[config.mk]
export PLATFORM = sky130hd
export DESIGN_NAME = fizz_buzz_flat
export DESIGN_NICKNAME = d
export VERILOG_FILES = /design/src/rtl/fizz_buzz_if.sv /design/src/rtl/fizz_buzz.sv /design/src/flat_wrapper.sv
export SDC_FILE = /design/constraint.sdc
export NUM_CORES = 1
export LEC_CHECK = 0
export ABC_AREA = 1
export BUFFER_PORTS_ARGS = -buffer_cell sky130_fd_sc_hd__buf_2
export CORE_MARGIN = 5
export CORE_UTILIZATION = 50
export DETAILED_ROUTE_END_ITERATION = 16
export PLACE_DENSITY = 0.83
export SKIP_LAST_GASP = 1
export SYNTH_ARGS = -nofsm -noshare
export SYNTH_HDL_FRONTEND = slang
export SYNTH_SLANG_ARGS = --single-unit
[constraint.sdc]
create_clock -name clk -period 2.7 [get_ports clk]
set_clock_uncertainty 0.1 [all_clocks]
set_input_delay 0.135 -clock clk [delete_from_list [all_inputs] [get_ports clk]]
set_output_delay 0.135 -clock clk [all_outputs]
set_load 0.1 [all_outputs]
[src/rtl/fizz_buzz_if.sv]
// fizz_buzz_if: output bundle of the FizzBuzz generator.
// The generator drives the count and the three classification flags
// through the master modport; any consumer samples them via the slave modport.
interface fizz_buzz_if #(
  parameter int CNT_W = 16
);
  logic             fizz;
  logic             buzz;
  logic             fizzbuzz;
  logic [CNT_W-1:0] count;

  // Generator side: produces count and flags.
  modport master (
    output fizz,
    output buzz,
    output fizzbuzz,
    output count
  );

  // Consumer side: samples count and flags on any edge.
  modport slave (
    input fizz,
    input buzz,
    input fizzbuzz,
    input count
  );
endinterface

[src/rtl/fizz_buzz.sv]
// fizz_buzz: free-running FizzBuzz sequence generator.
// A counter advances every clock. Two residue registers track count modulo
// FIZZ_DIV and BUZZ_DIV incrementally, so no divider is needed. The flags are
// decoded combinationally from the registered residues, so they always
// describe the value currently on count.
module fizz_buzz #(
  parameter int CNT_W    = 16,
  parameter int FIZZ_DIV = 3,
  parameter int BUZZ_DIV = 5
) (
  input  logic         clk,
  input  logic         resetn,   // active-high asynchronous reset despite the name
  fizz_buzz_if.master  fb
);

  // Residue register widths: wide enough to hold 0..DIV-1 (at least one bit).
  localparam int R3_W = (FIZZ_DIV > 2) ? $clog2(FIZZ_DIV) : 1;
  localparam int R5_W = (BUZZ_DIV > 2) ? $clog2(BUZZ_DIV) : 1;

  // Last value before each residue wraps back to 0.
  localparam logic [R3_W-1:0]  R3_LAST  = R3_W'(FIZZ_DIV - 1);
  localparam logic [R5_W-1:0]  R5_LAST  = R5_W'(BUZZ_DIV - 1);
  // Last counter value before the counter wraps back to 0.
  localparam logic [CNT_W-1:0] CNT_LAST = {CNT_W{1'b1}};

  logic [CNT_W-1:0] count_reg;
  logic [CNT_W-1:0] count_next;
  logic [R3_W-1:0]  r3_reg;
  logic [R3_W-1:0]  r3_next;
  logic [R5_W-1:0]  r5_reg;
  logic [R5_W-1:0]  r5_next;
  logic             r3_zero;
  logic             r5_zero;

  // Next-state: advance count and both residues; on counter wrap all three
  // restart together so the residues stay consistent with count = 0 even when
  // 2^CNT_W is not a multiple of either divisor.
  always_comb begin
    count_next = count_reg + 1'b1;
    r3_next    = (r3_reg == R3_LAST) ? '0 : r3_reg + 1'b1;
    r5_next    = (r5_reg == R5_LAST) ? '0 : r5_reg + 1'b1;
    if (count_reg == CNT_LAST) begin
      count_next = '0;
      r3_next    = '0;
      r5_next    = '0;
    end
  end

  // State registers: cleared immediately by reset, otherwise advance every edge.
  always_ff @(posedge clk or posedge resetn) begin
    if (resetn) begin
      count_reg <= '0;
      r3_reg    <= '0;
      r5_reg    <= '0;
    end else begin
      count_reg <= count_next;
      r3_reg    <= r3_next;
      r5_reg    <= r5_next;
    end
  end

  // Output decode from registered state only; the three flags are mutually
  // exclusive by construction.
  always_comb begin
    r3_zero     = (r3_reg == '0);
    r5_zero     = (r5_reg == '0);
    fb.fizzbuzz = r3_zero && r5_zero;
    fb.fizz     = r3_zero && !r5_zero;
    fb.buzz     = !r3_zero && r5_zero;
    fb.count    = count_reg;
  end

endmodule

[src/flat_wrapper.sv]
// flat-port wrapper written by rule: the top's interface ports become plain ports
module fizz_buzz_flat 
#(
  parameter int CNT_W    = 16,
  parameter int FIZZ_DIV = 3,
  parameter int BUZZ_DIV = 5
)
  (clk, resetn, fb_fizz, fb_buzz, fb_fizzbuzz, fb_count);
  fizz_buzz_if #(.CNT_W(CNT_W)) fb_i ();
  input  logic clk;
  input  logic resetn;
  output wire logic [$bits(fb_i.fizz)-1:0] fb_fizz;
  output wire logic [$bits(fb_i.buzz)-1:0] fb_buzz;
  output wire logic [$bits(fb_i.fizzbuzz)-1:0] fb_fizzbuzz;
  output wire logic [$bits(fb_i.count)-1:0] fb_count;
  assign fb_fizz = fb_i.fizz;
  assign fb_buzz = fb_i.buzz;
  assign fb_fizzbuzz = fb_i.fizzbuzz;
  assign fb_count = fb_i.count;
  fizz_buzz #(.CNT_W(CNT_W), .FIZZ_DIV(FIZZ_DIV), .BUZZ_DIV(BUZZ_DIV)) u_core (.clk(clk), .resetn(resetn), .fb(fb_i));
endmodule
After elaboration in Yosys (flattened, before gate mapping)
Cells that the tools add are included.

storage, ports and cells
  register bits = 21
  input bits = 2
  output and inout port bits = 19

cells by class
  eq/ne operators = 3
  reductions and logical operators = 7
  muxes and demuxes = 5
  $add $sub $neg = 3

operator list
  operator               number
  $add 16x1->16 const B  1
  $eq 16x16->1 const B   1
  $mux 16                1
  $mux 3                 2
  $mux 2                 2
  $add 3x1->3 const B    1
  $eq 3x3->1 const B     1
  $logic_and 1x1->1      3
  $logic_not 3->1        1
  $add 2x1->2 const B    1
  $eq 2x2->1 const B     1
  $logic_not 1->1        2
  $logic_not 2->1        1

Logic depth before layout (Yosys ltp)
Gate-level depths: netlist of the first run.

  depth in word-level cells = 3
  mapped depth = 8

Worst setup path before layout of the first run
No wires, ideal clock.

  path type = register to output
  start = register u_core.r5_reg[0]
  end = output fb_buzz
  arrival time = 2.049 ns
  cell stages (with the launch flop) = 7
  slack = 0.416 ns
  path through = dfrtp_1 -> inv_1 -> ha_1 -> inv_1 -> nor2_1 -> inv_1 -> nor2_1

between the ends
  word-level cells in the longest chain between the ends = 2

RTL lines
  element                 RTL line            source
  start, declared         fizz_buzz.sv:30     logic [R5_W-1:0] r5_reg;
  start signal, assigned  fizz_buzz.sv:58     r5_reg <= r5_next;
  $logic_not 3->1         fizz_buzz.sv:66     r5_zero = (r5_reg == '0);
  $logic_and 1x1->1       fizz_buzz.sv:69     fb.buzz = !r3_zero && r5_zero;
  end, declared           flat_wrapper.sv:13  output wire logic [$bits(fb_i.buzz)-1:0] fb_buzz;

Every way passes these cells.

Worst setup path after layout of the first run
  start = register u_core.count_reg[0], in the netlist u_core.fb.count[0]
  end = register u_core.count_reg[7], in the netlist u_core.fb.count[7]

between the ends
  word-level cells in the longest chain between the ends = 2

RTL lines
  element                                               RTL line                          source
  start, declared                                       fizz_buzz.sv:26                   logic [CNT_W-1:0] count_reg;
  start signal, assigned                                fizz_buzz.sv:56                   count_reg <= count_next;
  $add 16x1->16 / $eq 16x16->1 (equally long branches)  fizz_buzz.sv:39, fizz_buzz.sv:42
  $mux 16 *                                             fizz_buzz.sv:42                   if (count_reg == CNT_LAST) begin
  via u_core.count_next[7]                              fizz_buzz.sv:27                   logic [CNT_W-1:0] count_next;

Mark *: on every way through the listed nets, which the timed path passes. The rest lies on a longest branch.

==> metrics.txt, run 1 <==
period utilisation layout=72.2%; DR vias/cell=4.73; CP max stage delay=590 ps; Core Box Area=2020 sq um; synthesis warning total=0; final setup vio count=0; critical-path cell with the highest stage delay=nor3b_2; CTS tree=done; FP Rows=16; Worst Hold Launch=u_core.r3_reg[1]; Num CTS Buffers=3; setup TNS=0 ps; die width=56.6 um; clk_lat worst skew=300 ps; GP Congestion=0.927; crit-path cells=ha_1, nand2_2, nor2_4, nand2_2, nor3b_2, nor2_1; Mapped Cells=137; WL per Instance=11.1 um; max reg flops=16; PortBufs=20; mux cell area share after synthesis=0%; Hold Path Class=reg -> reg; Slew Viols, Final=0; CP Launch Type=flop; layout cells sized above 1=17.4%; Synth top area share=48.5%; GRT overflow=0; GR Layer Usage met2=25.6%; Leakage=0.724 nW; CTS-repair resized insts=0; crit-path most repeated cell=nand2_2; Reg-to-Reg Start=u_core.fb.count[0]; vias in the first global route=860; Design Area, Final=1240 sq um; Clock H-tree levels=1; simple-gate share of the synthesized area=30.0%; Crit. End Element=flop; adder-cell share of the synthesized area=3.46%; hold path depth=1; synthesized flop and latch total=21; Fill cells=180; minimum clock period=1950 ps; Root Driver=clkbuf_4; Reg-to-Reg End=u_core.fb.count[7]; postcts setup bufs=0; die footprint=3200 sq um; end of the worst hold path=u_core.r3_reg[1]; DRT Pass-1 Iters=4; io pins=21; Initial Util=53.6%; CTS max path bufs=2; FF-to-FF path depth=6; Mapped Area=1080 sq um; top cells by area, synth=dfrtp_1 (48%), nor2_1 (11%), nand2_1 (10%); Compound-Gate Fraction of Synth Area=2.08%; sequential area share after synthesis=48.5%; Reg2Reg Setup Slack=750 ps; crit path DAT=2000 ps; via count=890; pwr dens=374 nW/um^2; nets@finish=167; global route hottest layer=met2; Slew headroom=47.1%; area post-placement=1210 sq um; largest family of logic cells by synthesized area=simple AND/OR/NAND/NOR gates; final hold violations=0; final wirelength=2080 um; grt met3 use=2.75%; diode count=0; area grow syn2layout=14.8%; Synth cell types=17; DRC viols=0; xor-xnor portion of the synthesized cell area=7.27%; total global-route track usage=14.4%; worst endpoint required time=2750 ps; post-DP HPWL=1580 um; Final ANT Viol Nets=0; Worst Tran Pin Value=793 ps; global-route wire length before repair=3640 um; Synth area leader=dfrtp_1; clk sinks=21; Max Clk Rate=513 MHz; WP buf/inv=0; RSZ-0062 raised after global routing=no; status=finished, final reports clean; Final Util=61.5%; Reg clk slew, reported paths=110 ps; Worst VDD drop=0.342 mV; syn_area_per_cell=7.91 sq um; WS Path Type=reg -> reg; Initial DRC Count=2; top cell family by delay on the critical path=simple AND/OR/NAND/NOR gates; largest net degree at the start of global routing=22; max cap viols=0; Die H=56.6 um; Pwr Total=0.466 mW; CP Max Fanout=11; Post-Syn Nets=142; antenna violations before repair=0; met1 Track Usage GR=16.3%
[layout by cell type (no fill, tap or decap), drive strengths merged]
cell type / count
dlygate4sd3: 1
nor3: 1
clkbuf: 3
buf: 20
a21oi: 1
o21ai: 2
o21bai: 1
xnor2: 1
nor2: 34
nand4: 2
dfrtp: 21
xor2: 8
inv: 22
nor3b: 1
clkinv: 1
nand3: 7
nand2: 32
ha: 3
[final cells by class]
class	instances	area, sq um	area share, %
Sequential cell	21	526	42.3
Timing Repair Buffer	21	110	8.85
Tap cell	27	33.8	2.72
Multi-Input combinational cell	93	464	37.3
Inverter	22	82.6	6.64
Clock inverter	1	5.00	0.402
Clock buffer	3	22.5	1.81
[worst max path at each step]
stage	cells past startpoint	startpoint	to	slack [ps]
2_1_floorplan	6	u_core.r5_reg[0]	fb_buzz	420
3_5_place_dp	6	u_core.fb.count[0]	u_core.fb.count[9]	800
4_1_cts	7	u_core.r5_reg[0]	fb_fizzbuzz	750
5_1_grt	7	u_core.r5_reg[0]	fb_buzz	590
6_report	6	u_core.fb.count[0]	u_core.fb.count[7]	750
3_3_place_gp	6	u_core.fb.count[0]	u_core.fb.count[11]	890
[stage by stage]
| stage | setup WS [ps] | hold slack [ps] | std cells |
|---|---|---|---|
| 2_1_floorplan | 416 | 11.5 | 137 |
| 5_1_grt | 593 | 344 | 188 |
| 4_1_cts | 751 | 336 | 188 |
| 6_report | 751 | 334 | 188 |
| 3_3_place_gp | 890 | 206 | 183 |
| 3_5_place_dp | 798 | 221 | 183 |
[power breakdown]
part | total, mW | internal [mW] | switching, mW
clock network | 0.144 | 0.0551 | 0.0885
logic | 0.00769 | 0.00152 | 0.00617
registers | 0.314 | 0.314 | 0
total | 0.466 | 0.371 | 0.0947
[synthesized netlist by cell type]
master     n
o21ai_0    2
nand3_1    7
nand4_1    2
nor2_1    33
nand2_1   30
buf_6      1
dfrtp_1   21
xnor2_1    1
a21oi_1    1
nand2_2    2
xor2_1     8
inv_1     22
nor3b_2    1
nor3_1     1
nor2_4     1
ha_1       3
o21bai_1   1
[worst reg2reg max path, stage by stage, from the launching register on]
cell	delay (ps)
dfrtp_1	450
ha_1	220
nand2_2	90
nor2_4	120
nand2_2	90
nor3b_2	590
nor2_1	130
[cells by family (layout without fill, tap and decap cells)]
family / count (synthesis) / after routing
adders and majority gates: 3 / 3
buffers and inverters: 23 / 47
and+or+nand+nor: 77 / 77
xor gates and xnor gates: 9 / 9
AOI/OAI and AO/OA: 4 / 4
DFF: 21 / 21
[routing by layer]
metal,vias up,wire (um)
met4,0,15
met2,12,1060
met5,-,0
li1,463,-
met3,2,90
met1,413,914
[timing repair]
item / in CTS / in global routing
hold buffers: 1 / 0
endpoints found under the hold margin: 21 / 0
setup endpoints to repair: 0 / 0
No activity file was read; power rests on OpenSTA's default activity.
==> run 2, diff against run 1 <==
CORE_UTILIZATION = 48   (was 50)
PLACE_DENSITY = 0.84   (was 0.83)
clock period = 1.7 ns   (was 2.7 ns; I/O delays follow)
==> metrics.txt, run 2 (synthesis gave the netlist of run 1 again) <==
status=finished, violations left; failing checks=setup timing; via count=966; Initial DRC Count=24; RSZ-0062 raised after global routing=yes; clk_lat worst skew=300 ps; setup TNS=-2.07 ps; DR vias/cell=4.98; critical-path cell with the highest stage delay=dfrtp_1; die width=57.5 um; Die H=57.5 um; crit-path cells=inv_1, ha_2, inv_2, nor2_4, inv_2, nor2_4, buf_12; period utilisation layout=100%; max cap viols=0; DRT Pass-1 Iters=4; most common cell after layout, fill and taps aside=nand2_1; Initial Util=49.5%; non-filler cells, final=194; Hold Path Class=in -> async; global-route wire length before repair=3950 um; WL per Instance=12.1 um; CP max stage delay=400 ps; Final Util=63.6%; Worst Tran Pin Value=491 ps; GP Congestion=0.857; Final ANT Viol Nets=0; Leakage=0.730 nW; Max Clk Rate=588 MHz; diode count=0; total global-route track usage=15.2%; Root Driver=clkbuf_4; nets@finish=172; max reg flops=16; Crit. End Element=primary output; Crit path depth=7; PortBufs=20; Worst VDD drop=0.361 mV; final wirelength=2350 um; CP Launch Type=flop; Num CTS Buffers=3; DRC viols=0; FP Rows=17; Reg clk slew, reported paths=110 ps; Core Box Area=2190 sq um; Slew headroom=67.5%; FF-to-FF path depth=7; commonest non-fill, non-tap cells in the layout=nand2_1 (30), nor2_1 (28), inv_1 (19); area grow syn2layout=28.6%; worst endpoint required time=1510 ps; io pins=21; CP startpoint=u_core.r5_reg[1]; final hold violations=0; hold_ws=179 ps; setup ws final=-2.07 ps; pwr dens=537 nW/um^2; die footprint=3310 sq um; post-DP HPWL=1770 um; GRT overflow=0; Fill cells=184; pre-CTS WS=201 ps; WS Path Type=reg -> out; Pwr Total=0.749 mW; Clock H-tree levels=1; CP Max Fanout=2; top cell family by delay on the critical path=flip-flops; Reg-to-Reg Start=u_core.fb.count[0]; clk sinks=21; area post-placement=1320 sq um; crit path DAT=1520 ps; layout cells sized above 1=34.9%; CTS max path bufs=2; WP buf/inv=4; final setup vio count=1; antenna violations before repair=0; CTS tree=done; Design Area, Final=1390 sq um; minimum clock period=1700 ps; placed insts=186; largest net degree at the start of global routing=13; Slew Viols, Final=0; vias in the first global route=923
run 2: changes by cell type in the layout (fill, tap and decap cells not counted), sizes merged:
cell | before | now
buf | 20 | 25
clkbuf | 3 | 4
clkinv | 1 | 0
run 2: routing by layer:
metal  GRT usage [%]  share of wire [%]  up-vias
met1            18.5                 42      465
met4            6.95                2.1        0
met2            25.0                 50       27
met3            4.07                5.7        7
li1                -                  -      467
met5               0                  0        -
run 2: power breakdown:
part / switching (mW) / leakage, nW / total [mW] / internal [mW]
sequential: 0 / 0.248 / 0.499 / 0.499
combinational: 0.00979 / 0.468 / 0.0137 / 0.00393
clock: 0.145 / 0.0150 / 0.236 / 0.0915
total: 0.154 / 0.730 / 0.749 / 0.594
run 2: worst min-delay path: cells and delay by family:
family	cells	cell delay [ps]
buffers and inverters	3	910
run 2: layout make-up:
| cell class | instances | area (sq um) | share of cell area (%) |
|---|---|---|---|
| Clock buffer | 4 | 26.3 | 1.89 |
| Inverter | 22 | 82.6 | 5.92 |
| Multi-Input combinational cell | 93 | 507 | 36.4 |
| Sequential cell | 21 | 551 | 39.5 |
| Tap cell | 28 | 35.0 | 2.51 |
| Timing Repair Buffer | 26 | 193 | 13.8 |
run 2: final timing paths:
path / to / slack [ps]
setup / recovery: fb_fizzbuzz / -2
hold / removal: u_core.fb.count[13] / 180
min in group clk: u_core.r3_reg[1] / 360
setup reg to reg: u_core.fb.count[11] / 180
hold reg to reg: u_core.r3_reg[1] / 360
max in group asynchronous: u_core.fb.count[11] / 820
run 2: timing repair:
item / 4_1_cts / 5_1_grt
endpoints found under the setup margin: 2 / 3
hold buffers: 1 / 0
buffers inserted: 0 / 3
hold endpoints to repair: 21 / 0
resized for setup: 2 / 5
pin swaps: 0 / 3
cloned: 0 / 0
==> run 3, diff against run 2 <==
CORE_UTILIZATION = 50   (was 48)
PLACE_DENSITY = 0.83   (was 0.84)
REMOVE_ABC_BUFFERS = 1   (was not set)
clock period = 1.8 ns   (was 1.7 ns; I/O delays follow)
==> metrics.txt, run 3 (synthesis gave the netlist of run 1 again) <==
Psw=0.144 mW; worst endpoint required time=1610 ps; crit path DAT=1510 ps; Clk pwr share=31.3%; Reg power frac=66.8%; CTS max path bufs=2; total global-route track usage=14.6%; FP Rows=16; Max Clk Rate=588 MHz; layout cells sized above 1=21.2%; Num CTS Buffers=3; Die H=56.6 um; combinational share of power=1.9%; Hold Path Class=in -> async; clk_lat worst skew=300 ps; CP Launch Type=flop; nets@finish=171; DRT Pass-1 Iters=4; final hold violations=0; placed insts=185; CP Max Fanout=3; DRC viols=0; die width=56.6 um; non-filler cells, final=192; via count=938; GP Congestion=0.858; CTS tree=done; Final ANT Viol Nets=0; period utilisation layout=94.5%; Root Driver=clkbuf_4; Leakage=0.747 nW; Reg clk slew, reported paths=110 ps; Clock H-tree levels=1; DR vias/cell=4.89; Crit. End Element=primary output; Seq. cell area=526 sq um; vias in the first global route=877; largest net degree at the start of global routing=22; clk sinks=21; most common cell after layout, fill and taps aside=nor2_1; global-route wire length before repair=3740 um; PortBufs=20; max reg flops=16; Internal=0.562 mW; pwr dens=533 nW/um^2; area grow syn2layout=22.1%; Core Box Area=2020 sq um; area post-placement=1250 sq um; Fill cells=176; area used by multi-input combinational logic=482 sq um; WS Path Type=reg -> out; Slew headroom=67.4%; status=finished, final reports clean; Pwr Total=0.706 mW; Worst Tran Pin Value=493 ps; Initial Util=53.6%; GRT overflow=0; Design Area, Final=1320 sq um; diode count=0; commonest non-fill, non-tap cells in the layout=nor2_1 (31), nand2_1 (30), inv_1 (21), dfrtp_1 (21), buf_2 (17); minimum clock period=1700 ps; max cap viols=0; die footprint=3200 sq um; WL per Instance=11.4 um; Slew Viols, Final=0; Worst VDD drop=0.417 mV; Initial DRC Count=22; final wirelength=2200 um; antenna violations before repair=0; Switching Fraction=20.4%; io pins=21; final setup vio count=0; post-DP HPWL=1690 um
## run 3: power groups by stage
stage                     clock network (mW)  logic [mW]  registers, mW
after CTS                              0.231      0.0141          0.472
after global placement                     0      0.0121          0.481
final                                  0.221      0.0134          0.472
after detailed placement                   0      0.0124          0.481
after floorplan                            0     0.00705          0.481
after global routing                   0.250      0.0159          0.472
## run 3: final timing paths
path                                          from            endpoint  slack [ps]  cells past startpoint
worst min-delay path                        resetn  u_core.fb.count[3]         250                      4
max in group asynchronous                   resetn    u_core.r3_reg[0]        1130                      4
worst min register to register    u_core.r3_reg[1]    u_core.r3_reg[1]         340                      1
worst max register to register  u_core.fb.count[0]  u_core.fb.count[3]         200                      7
worst max-delay path              u_core.r5_reg[1]             fb_buzz         100                      7
min in group clk                  u_core.r3_reg[1]    u_core.r3_reg[1]         340                      1
## run 3: layout make-up
cell class	instances	share of cell area (%)
Clock buffer	4	1.99
Inverter	22	6.24
Multi-Input combinational cell	93	36.4
Sequential cell	21	39.7
Tap cell	27	2.55
Timing Repair Buffer	25	13.1
## run 3: worst max-delay path, cell delays in order (launching register included)
cell	delay, ps
dfrtp_1	400
inv_1	100
ha_4	150
inv_1	40
nor2_1	100
inv_1	90
nor2_2	160
buf_12	190
## run 3: layer usage
layer / GRT usage [%] / share of wire (%) / vias to the layer above
li1: - / - / 470
met1: 16.8 / 39 / 435
met2: 24.3 / 53 / 27
met3: 5.96 / 6.4 / 6
met4: 5.08 / 1.9 / 0
met5: 0 / 0 / -
## run 3: stage by stage
stage / utilization [%] / setup slack [ps] / hold slack [ps] / setup TNS, ps
6_report: 65.4 / 98.2 / 253 / 0
5_1_grt: 65.4 / -15.1 / 289 / -17.1
4_1_cts: 63.7 / 15.3 / 244 / 0
3_5_place_dp: 61.9 / 221 / 34.1 / 0
3_3_place_gp: 61.9 / 282 / 26.2 / 0
2_1_floorplan: - / -554 / -33.5 / -9570
## run 3: timing repair
item	in CTS	in global routing
endpoints found under the setup margin	0	3
setup buffers	0	2
hold buffers	1	0
gates resized for setup	0	6
hold endpoints to repair	21	0
